## config.mk

```make
export PLATFORM = sky130hd
export DESIGN_NAME = uart_tx
export DESIGN_NICKNAME = d
export VERILOG_FILES = /design/src/rtl/uart_tx.sv
export SDC_FILE = /design/constraint.sdc
export NUM_CORES = 1
export LEC_CHECK = 0
export ABC_CLOCK_PERIOD_IN_PS = 4000
export BUFFER_PORTS_ARGS = -buffer_cell sky130_fd_sc_hd__buf_2
export CAP_MARGIN = 15
export CELL_PAD_IN_SITES_DETAIL_PLACEMENT = 1
export CELL_PAD_IN_SITES_GLOBAL_PLACEMENT = 2
export CORE_MARGIN = 8
export CORE_UTILIZATION = 42
export CTS_BUF_LIST = sky130_fd_sc_hd__clkbuf_4 sky130_fd_sc_hd__clkbuf_8 sky130_fd_sc_hd__clkbuf_16
export DETAILED_ROUTE_END_ITERATION = 10
export GPL_TIMING_DRIVEN = 0
export PLACE_DENSITY_LB_ADDON = 0.1
export REMOVE_ABC_BUFFERS = 1
export SLEW_MARGIN = 20
export SYNTH_ARGS = -nofsm -noshare
export SYNTH_HDL_FRONTEND = slang
export SYNTH_SLANG_ARGS = --single-unit
```

## constraint.sdc

```tcl
create_clock -name clkx16 -period 4 [get_ports clkx16]
set_input_delay 1 -clock clkx16 [delete_from_list [all_inputs] [get_ports clkx16]]
set_output_delay 1 -clock clkx16 [all_outputs]
set_load 0.02 [all_outputs]
```

## src/rtl/uart_tx.sv

```systemverilog
// uart_tx: 16x-oversampled UART transmitter with a one-entry holding register
// so that queued frames go out back-to-back with no idle gap.
module uart_tx #(
    parameter int DATA_BITS  = 8,
    parameter int PARITY_EN  = 0,
    parameter int PARITY_ODD = 0,
    parameter int STOP_BITS  = 1,
    parameter int OVERSAMPLE = 16
) (
    input  logic                 clkx16,
    input  logic                 reset,
    input  logic [DATA_BITS-1:0] data,
    input  logic                 load,
    output logic                 ready,
    output logic                 busy,
    output logic                 tx
);
    localparam int TW = $clog2(OVERSAMPLE);
    typedef enum logic [2:0] {IDLE, START, DATA, PARITY, STOP} state_t;
    state_t               state;
    logic [TW-1:0]        tick;
    logic [2:0]           bit_idx;
    logic [DATA_BITS-1:0] shift, hold, next_data;
    logic                 hold_full, par, accept, last, frame_end, launch;
    assign ready = !hold_full;
    always_comb begin
        accept    = load && !hold_full;
        last      = tick == TW'(OVERSAMPLE - 1);
        frame_end = state == STOP && last && bit_idx == 3'(STOP_BITS - 1);
        // a frame starts either from idle or seamlessly off the final stop tick
        launch    = (accept && state == IDLE) || (frame_end && (hold_full || accept));
        next_data = hold_full ? hold : data;
    end
    always_ff @(posedge clkx16 or posedge reset) begin
        if (reset) begin
            state     <= IDLE;
            tick      <= '0;
            bit_idx   <= '0;
            shift     <= '0;
            hold      <= '0;
            hold_full <= 1'b0;
            par       <= 1'b0;
            tx        <= 1'b1;
            busy      <= 1'b0;
        end else begin
            hold_full <= !launch && (hold_full || accept);
            if (accept && !launch)
                hold <= data;
            tick <= (launch || last || state == IDLE) ? '0 : tick + TW'(1);
            if (launch) begin
                state   <= START;
                shift   <= next_data;
                par     <= ^next_data ^ (PARITY_ODD != 0);
                bit_idx <= '0;
                tx      <= 1'b0;
                busy    <= 1'b1;
            end else if (last) begin
                case (state)
                    START: begin
                        state <= DATA;
                        tx    <= shift[0];
                    end
                    DATA: begin
                        if (bit_idx == 3'(DATA_BITS - 1)) begin
                            bit_idx <= '0;
                            state   <= (PARITY_EN != 0) ? PARITY : STOP;
                            tx      <= (PARITY_EN != 0) ? par : 1'b1;
                        end else begin
                            bit_idx <= bit_idx + 3'd1;
                            shift   <= shift >> 1;
                            tx      <= shift[1];
                        end
                    end
                    PARITY: begin
                        state <= STOP;
                        tx    <= 1'b1;
                    end
                    STOP: begin
                        if (frame_end) begin
                            state <= IDLE;
                            busy  <= 1'b0;
                        end else begin
                            bit_idx <= bit_idx + 3'd1;
                        end
                    end
                    default: state <= IDLE;
                endcase
            end
        end
    end
endmodule

```

* Word level (Yosys, flattened, before mapping)
Cells that the tools add are included.
** Word-level totals
- Flip-flop bits (word level) :: 29
- Input port bits :: 11
- Output and inout bits :: 3
- Logic and storage cells :: 70
** Operators by class
- $add $sub $neg :: 2
- Equality and inequality tests :: 10
- Muxes and demuxes :: 24
- Reduce and logical (&&, ||, !) cells :: 26
** Operators with widths (number)
- $mux W8 :: 5
- $mux W3 :: 8
- $pmux W3 S4 :: 1
- $reduce_and A3 Y1 :: 4
- $ne A3 B3 Y1 const B :: 3
- $reduce_bool A2 Y1 :: 4
- $logic_and A1 B1 Y1 :: 7
- $mux W1 :: 7
- $eq A3 B2 Y1 const B :: 2
- $eq A3 B3 Y1 const B :: 2
- $logic_not A3 Y1 :: 2
- $pmux W3 S2 :: 1
- $add A4 B1 Y4 const B :: 1
- $eq A4 B4 Y1 const B :: 1
- $logic_or A1 B1 Y1 :: 4
- $mux W4 :: 1
- $reduce_bool A4 Y1 :: 1
- $add A3 B1 Y3 const B :: 1
- $eq A3 B1 Y1 const B :: 1
- $pmux W1 S3 :: 1
- $reduce_bool A3 Y1 :: 1
- $logic_not A1 Y1 :: 2
- $ne A2 B2 Y1 const B :: 1
- $reduce_and A2 Y1 :: 1

* Logic depth before layout (Yosys ltp)
Gate-level depths: netlist of run 1.
- Depth after elaboration :: 8
- Depth in mapped cells :: 6
- Depth with buffers taken out :: 6

* Worst setup path before layout of run 1
Ideal clock, no wire load.
- Path type :: input-to-reg
- Start point :: input port load
- End point :: register hold[0]
- Setup time :: 0.125 ns
- Data arrival time :: 1.797 ns
- Data required time :: 3.875 ns
- Path slack :: 2.078 ns
- Stages on the path :: 3
- Path buffers :: 0
- Path through :: nand2_1 nor3_2 mux2_2
** On the way
- Word-level cells in the longest chain between the ends :: 6
- Elaborated cells between the ends (all ways) :: 7
** Ends and longest elaborated chain
- from (decl) :: line 13 : input logic load,
- $logic_and A1 B1 Y1 (*) :: line 27 : accept = load && !hold_full;
- $logic_or A1 B1 Y1 :: line 31 : launch = (accept && state == IDLE) || (frame_end && (hold_full || accept));
- $logic_and A1 B1 Y1 :: line 31
- $logic_or A1 B1 Y1 :: line 31
- $logic_not A1 Y1 :: line 47 : if (accept && !launch)
- $logic_and A1 B1 Y1 (*) :: line 47
- to (signal assigned) :: line 48 : hold <= data;
- to (decl) :: line 23 : logic [DATA_BITS-1:0] shift, hold, next_data;
Every way passes the cells marked *; elsewhere a longest branch is shown, timed or not.
A chain may end at the register's enable or synchronous reset.

* Worst setup path in the final report of run 1
- Start point :: register hold_full
- End point :: output port ready
** On the way
- Word-level cells in the longest chain between the ends :: 1
** Ends and longest elaborated chain
- from (decl) :: line 24 : logic hold_full, par, accept, last, frame_end, launch;
- from (signal assigned) :: line 46 : hold_full <= !launch && (hold_full || accept);
- $logic_not A1 Y1 :: line 25 : assign ready = !hold_full;
- to (decl) :: line 14 : output logic ready,
No other way between the ends.

==> results of run 1 <==
worst min-delay path by stage:
stage | endpoint | slack [ns] | depth (start not counted)
finish | tick[0] | 0.47 | 1
global route | tick[0] | 0.50 | 1
CTS | tick[0] | 0.48 | 1
detailed placement | tick[0] | 0.46 | 1
global placement | tick[0] | 0.44 | 1
floorplan | tick[0] | 0.43 | 1
kinds of logic after synthesis:
kind of cell	Yosys count	synth area share (%)
muxes	18	12.5
and+or+nand+nor	38	14.3
AOI/OAI and AO/OA	28	16.9
adders and majority gates	4	3.28
xor gates and xnor gates	2	1.15
DFF	29	47.6
buffers and inverters	16	4.34
area by class of cell:
class	instances	area (sq um)	share of cell area (%)
flip-flops and latches	29	727	43.0
repair buffers	13	65.1	3.85
clock inverters	2	10.0	0.592
multi-input cells	90	734	43.4
clock buffers	6	45.0	2.66
well taps	48	60.1	3.55
inverters	13	48.8	2.89
state kept, by name, indices dropped and copies added (netlist names):
signal	count
bit_idx	3
busy	1
hold	8
hold_full	1
shift	8
state	3
tick	4
tx	1
per-layer routing:
layer / vias up / share of wire (%) / track usage [%]
li1: 512 / - / -
met1: 542 / 45 / 13.2
met2: 11 / 50 / 20.0
met3: 7 / 1.9 / 2.83
met4: 0 / 2.3 / 6.35
met5: - / 0 / 0
cells in the mapped netlist:
cell	n	area (sq um)
xor2_1	2	17.5
mux2_2	9	101
nor2b_1	1	6.26
o31a_1	2	17.5
o21ai_0	6	30.0
nand2_1	11	41.3
o221ai_1	7	61.3
and3_1	1	6.26
o21bai_1	1	7.51
mux2i_1	9	90.1
or3b_4	1	11.3
a21oi_1	6	30.0
nor3_2	2	20.0
nor3_1	1	5.00
or2_2	1	6.26
clkbuf_2	1	5.00
buf_2	1	5.00
buf_4	1	7.51
inv_1	13	48.8
nand3_1	6	30.0
and2_1	1	6.26
nand2b_1	2	12.5
nor2_1	6	22.5
o221ai_2	1	15.0
dfrtp_1	28	701
o21ai_4	1	16.3
o2bb2ai_4	1	27.5
or2b_1	1	7.51
o32ai_4	1	27.5
o21a_4	1	15.0
or3_2	1	7.51
ha_1	4	50.1
or4b_4	1	13.8
nor2b_4	1	13.8
o21ba_2	1	10.0
and2b_1	1	7.51
dfstp_2	1	26.3
power groups by stage:
| stage | Combinational [mW] | Clock, mW | Sequential [mW] |
|---|---|---|---|
| 2_1_floorplan | 0.0194 | 0 | 0.308 |
| 6_report | 0.0303 | 0.177 | 0.303 |
| 4_1_cts | 0.0316 | 0.183 | 0.303 |
| 3_3_place_gp | 0.0301 | 0 | 0.309 |
| 5_1_grt | 0.0341 | 0.198 | 0.304 |
| 3_5_place_dp | 0.0316 | 0 | 0.309 |
stage by stage:
| stage | cells | hold slack [ns] | util, % | instance area [sq um] |
|---|---|---|---|---|
| 3_3_place_gp | 193 | 0.443 | 45.7 | 1640 |
| 3_5_place_dp | 193 | 0.462 | 45.7 | 1640 |
| 5_1_grt | 201 | 0.499 | 47.2 | 1690 |
| 4_1_cts | 201 | 0.475 | 47.2 | 1690 |
| 2_1_floorplan | 132 | 0.430 | - | 1510 |
| 6_report | 201 | 0.475 | 47.2 | 1690 |
==> results by group, run 1 <==
Yosys
  – Synth Register Bits: 29
  – Synthesized area: 1530 sq um
  – Post-synthesis sequential area ratio: 47.6%
  – Synth warn: 0
  – Post-Syn Instances: 135
  – Avg Cell Area, Syn: 11.3 sq um
  – Netlist cell types: 37

Clock network
  – Post-CTS Hold Fix Bufs: 0
  – H-tree depth: 2
  – CTS Buf Count: 5
  – CTS tree: done
  – Skew-Pair Late Insertion Delay: 0.32 ns
  – Clock sink count: 29
  – Clock transition at the registers of the reported paths: 0.10 ns
  – Post-CTS Setup Bufs: 0
  – Resized Gates After CTS: 0
  – CTS root buf: clkbuf_4
  – Clock Tree Buf Depth: 2

Timing
  – Tcrit/Tclk final: 63.7%
  – Worst slew pin tran: 0.731 ns
  – Max Fclk: 0.393 GHz
  – Final hold viol count: 0
  – Min Clock Period, post-route: 2.55 ns
  – Slew margin rel.: 51.3%
  – Setup TNS: 0 ns
  – Pins Over Slew Limit: 0
  – Setup violators final: 0
  – RSZ-0062 raised after global routing: false
  – Worst setup margin: 1.45 ns
  – Final clock skew: 0.0106 ns

Min path
  – Min-delay src: tick[0]
  – Hold crit path type: flip-flop to flip-flop

Placement
  – DP Worst Slack: 1.60 ns
  – Port Buffers: 13
  – GPL Wtd Cong: 0.740
  – Final HPWL DP: 2320 microns

Detailed routing
  – Antenna-violating nets left: 0
  – WL/cell: 15.7 microns
  – Drt pass-1 iters: 4
  – Final wirelength: 3160 microns
  – Post-route DRC: 0
  – DR vias: 1072
  – Vias per inst: 5.33
  – DRT iter0 DRCs: 52

Critical path
  – CP Cell Sequence: inv_1 > buf_2
  – Crit path depth: 2
  – Worst Path Buf+Inv: 2
  – Crit-path max FO: 13
  – Family with the most delay on the worst path: flip-flops
  – Setup Crit Path Kind: flip-flop to output pin
  – Worst reg-to-reg setup slack: 1.61 ns
  – Worst setup path endpoint: ready
  – Critical R2R Launch: tick[0]
  – Critical path arrival: 1.55 ns
  – R2r endpoint: hold[3]
  – Crit-path slowest cell: dfrtp_1
  – Setup crit start kind: flip-flop
  – CP startpoint: hold_full
  – Reg2Reg Depth: 5
  – Critical path capture point type: output pin
  – Max stage delay on crit path: 0.83 ns
  – Worst Path Required: 3.00 ns

Floorplanning
  – Row Count: 22
  – Core area: 3580 sq um
  – Initial Util: 42.7%
  – # IOs: 14
  – Die ar.: 5820 sq um
  – Die Span Y: 76.3 microns
  – DIE WIDTH: 76.3 microns

GRT
  – Initial antenna violation count: 0
  – Congestion Overflow GR: 0
  – Number of global-route vias before repair: 1215
  – First-pass GRT wire length: 5630 microns
  – Largest net degree at the start of global routing: 30
  – Total Routing Usage GR: 11.8%

Power and ir drop
  – Cell internal pwr: 0.386 mW
  – PwrDens: 302 nW/um^2
  – Sw Share: 24.4%
  – Clk pwr share: 34.6%
  – Peak supply drop: 216 uV
  – Share of power burned in registers: 59.4%
  – Comb power frac: 5.9%
  – Tot Pwr: 0.510 mW
  – Switching power: 0.124 mW
  – Lkg Pwr: 0.768 nW

Cells and area
  – Fill cells: 394
  – Commonest cells after routing, fill and taps aside: dfrtp_1, buf_2, inv_1, nand2_1
  – Layout cells sized above 1: 29.4%
  – Most common cell after layout, fill and taps aside: dfrtp_1
  – Ant. Diodes: 0
  – Layout area overhead: 10.6%
  – Nets@finish: 167

Flow run
  – Max-Cap Viols: 0

Run status
  – Run status: finished clean
Power figures use the tool's default switching activity.
==> inputs of run 2 (changes only) <==
--- a/config.mk
+++ b/config.mk
@@ -5,13 +5,13 @@
 export SDC_FILE = /design/constraint.sdc
 export NUM_CORES = 1
 export LEC_CHECK = 0
-export ABC_CLOCK_PERIOD_IN_PS = 4000
+export ABC_CLOCK_PERIOD_IN_PS = 2060
 export BUFFER_PORTS_ARGS = -buffer_cell sky130_fd_sc_hd__buf_2
 export CAP_MARGIN = 15
 export CELL_PAD_IN_SITES_DETAIL_PLACEMENT = 1
 export CELL_PAD_IN_SITES_GLOBAL_PLACEMENT = 2
 export CORE_MARGIN = 8
-export CORE_UTILIZATION = 42
+export CORE_UTILIZATION = 35
 export CTS_BUF_LIST = sky130_fd_sc_hd__clkbuf_4 sky130_fd_sc_hd__clkbuf_8 sky130_fd_sc_hd__clkbuf_16
 export DETAILED_ROUTE_END_ITERATION = 10
 export GPL_TIMING_DRIVEN = 0
==> constraint.sdc (replaced) <==
create_clock -name clkx16 -period 2.06 [get_ports clkx16]
set_input_delay 0.515 -clock clkx16 [delete_from_list [all_inputs] [get_ports clkx16]]
set_output_delay 0.515 -clock clkx16 [all_outputs]
set_load 0.02 [all_outputs]
==> results by group, run 2 (synthesis results as in run 1) <==
Run status
  – Run status: complete, but fails checks
  – Failing checks: setup timing

Critical path
  – Critical R2R Launch: bit_idx[0]
  – Reg2Reg Depth: 6
  – Crit-path max FO: 7
  – Worst Path Required: 2.20 ns
  – R2r endpoint: shift[4]
  – Max stage delay on crit path: 0.57 ns
  – Critical path arrival: 2.21 ns
  – Setup crit start kind: flip-flop
  – Crit path depth: 6
  – Worst Path Buf+Inv: 0
  – Crit-path slowest cell: or4b_4
  – Critical path capture point type: flip-flop
  – Setup Crit Path Kind: flip-flop to flip-flop
  – CP Cell Sequence: ha_2 > ha_4 > or4b_4 > o31a_1 > o2bb2ai_4 > o221ai_2
  – Family with the most delay on the worst path: compound AO/OA/AOI/OAI gates
  – Worst reg-to-reg setup slack: -0.01 ns

Floorplanning
  – DIE WIDTH: 82.1 microns
  – Die Span Y: 82.1 microns
  – Row Count: 24
  – # IOs: 14
  – Initial Util: 35.6%
  – Core area: 4290 sq um
  – Die ar.: 6730 sq um

GRT
  – Initial antenna violation count: 0
  – Largest net degree at the start of global routing: 30
  – Number of global-route vias before repair: 1175
  – First-pass GRT wire length: 5820 microns
  – Congestion Overflow GR: 0
  – Total Routing Usage GR: 11.5%

Timing
  – Tcrit/Tclk final: 101%
  – Final clock skew: 0.00360 ns
  – RSZ-0062 raised after global routing: true
  – Min Clock Period, post-route: 2.07 ns
  – Setup TNS: -0.0103 ns
  – Slew margin rel.: 57.9%
  – Worst slew pin tran: 0.631 ns
  – Pins Over Slew Limit: 0
  – Hold WS: 0.318 ns
  – Worst setup margin: -0.0103 ns
  – Final hold viol count: 0
  – Setup violators final: 1
  – Max Fclk: 0.483 GHz

Clock network
  – Clock transition at the registers of the reported paths: 0.06 ns
  – CTS tree: done
  – Skew-Pair Late Insertion Delay: 0.28 ns
  – Clock Tree Buf Depth: 2
  – H-tree depth: 2
  – CTS root buf: clkbuf_8
  – CTS Buf Count: 5
  – Clock sink count: 29

Detailed routing
  – Vias per inst: 5.27
  – Antenna-violating nets left: 0
  – WL/cell: 16.2 microns
  – DR vias: 1101
  – Post-route DRC: 0
  – DRT iter0 DRCs: 28
  – Drt pass-1 iters: 3
  – Final wirelength: 3380 microns

Cells and area
  – Biggest regs: hold: 8 flops, shift: 8 flops, tick: 4 flops
  – Most common cell after layout, fill and taps aside: dfrtp_1
  – Layout cells sized above 1: 38.2%
  – Commonest cells after routing, fill and taps aside: dfrtp_1, buf_2, inv_1, nand2_1
  – Ant. Diodes: 0
  – Nets@finish: 171
  – Design area: 1850 sq um
  – Final Util: 43.0%
  – Final cell count without fillers: 209
  – Layout area overhead: 21.0%

Placement
  – Port Buffers: 13
  – Final HPWL DP: 2360 microns
  – GPL Wtd Cong: 0.691
  – Cell Area, Placed: 1640 sq um
  – Placed Cells: 197
  – DP Worst Slack: -0.368 ns

Power and ir drop
  – Tot Pwr: 1.16 mW
  – Peak supply drop: 256 uV
  – Lkg Pwr: 0.806 nW
  – PwrDens: 630 nW/um^2

Min path
  – Hold crit path type: input pin to asynchronous set/reset pin

Flow run
  – Max-Cap Viols: 0
[run 2: power breakdown]
part	total (mW)	internal, mW	leakage, nW	switching [mW]
clock network	0.507	0.298	0.0523	0.209
registers	0.590	0.579	0.375	0.0107
logic	0.0663	0.0319	0.379	0.0344
[run 2: routing by layer]
layer,vias up,global-route usage [%],part of all wire (%)
met5,-,0,0
met4,0,4.21,1.5
met3,7,3.72,3.0
met2,10,19.6,52
met1,558,13.2,44
li1,526,-,-
[run 2: repair_timing]
item | in CTS | in global routing
endpoints found under the hold margin | 0 | 0
endpoints found under the setup margin | 17 | 16
hold buffers | 0 | 0
pin swaps | 1 | 6
gates resized for setup | 3 | 10
buffers inserted | 1 | 3
gates cloned | 0 | 0
[run 2: final cells by class]
type,instances,area (sq um)
Inverter,13,48.8
Sequential cell,29,728
Tap cell,52,65.1
Fill cell,480,2450
Timing Repair Buffer,17,108
Clock buffer,8,97.6
Multi-Input combinational cell,90,801
[run 2: worst max-delay path by stage]
stage / start / endpoint
2_1_floorplan: tick[0] / hold[0]
4_1_cts: bit_idx[0] / shift[6]
3_5_place_dp: tick[0] / hold[1]
6_report: bit_idx[0] / shift[4]
5_1_grt: bit_idx[1] / shift[4]
3_3_place_gp: tick[0] / hold[6]
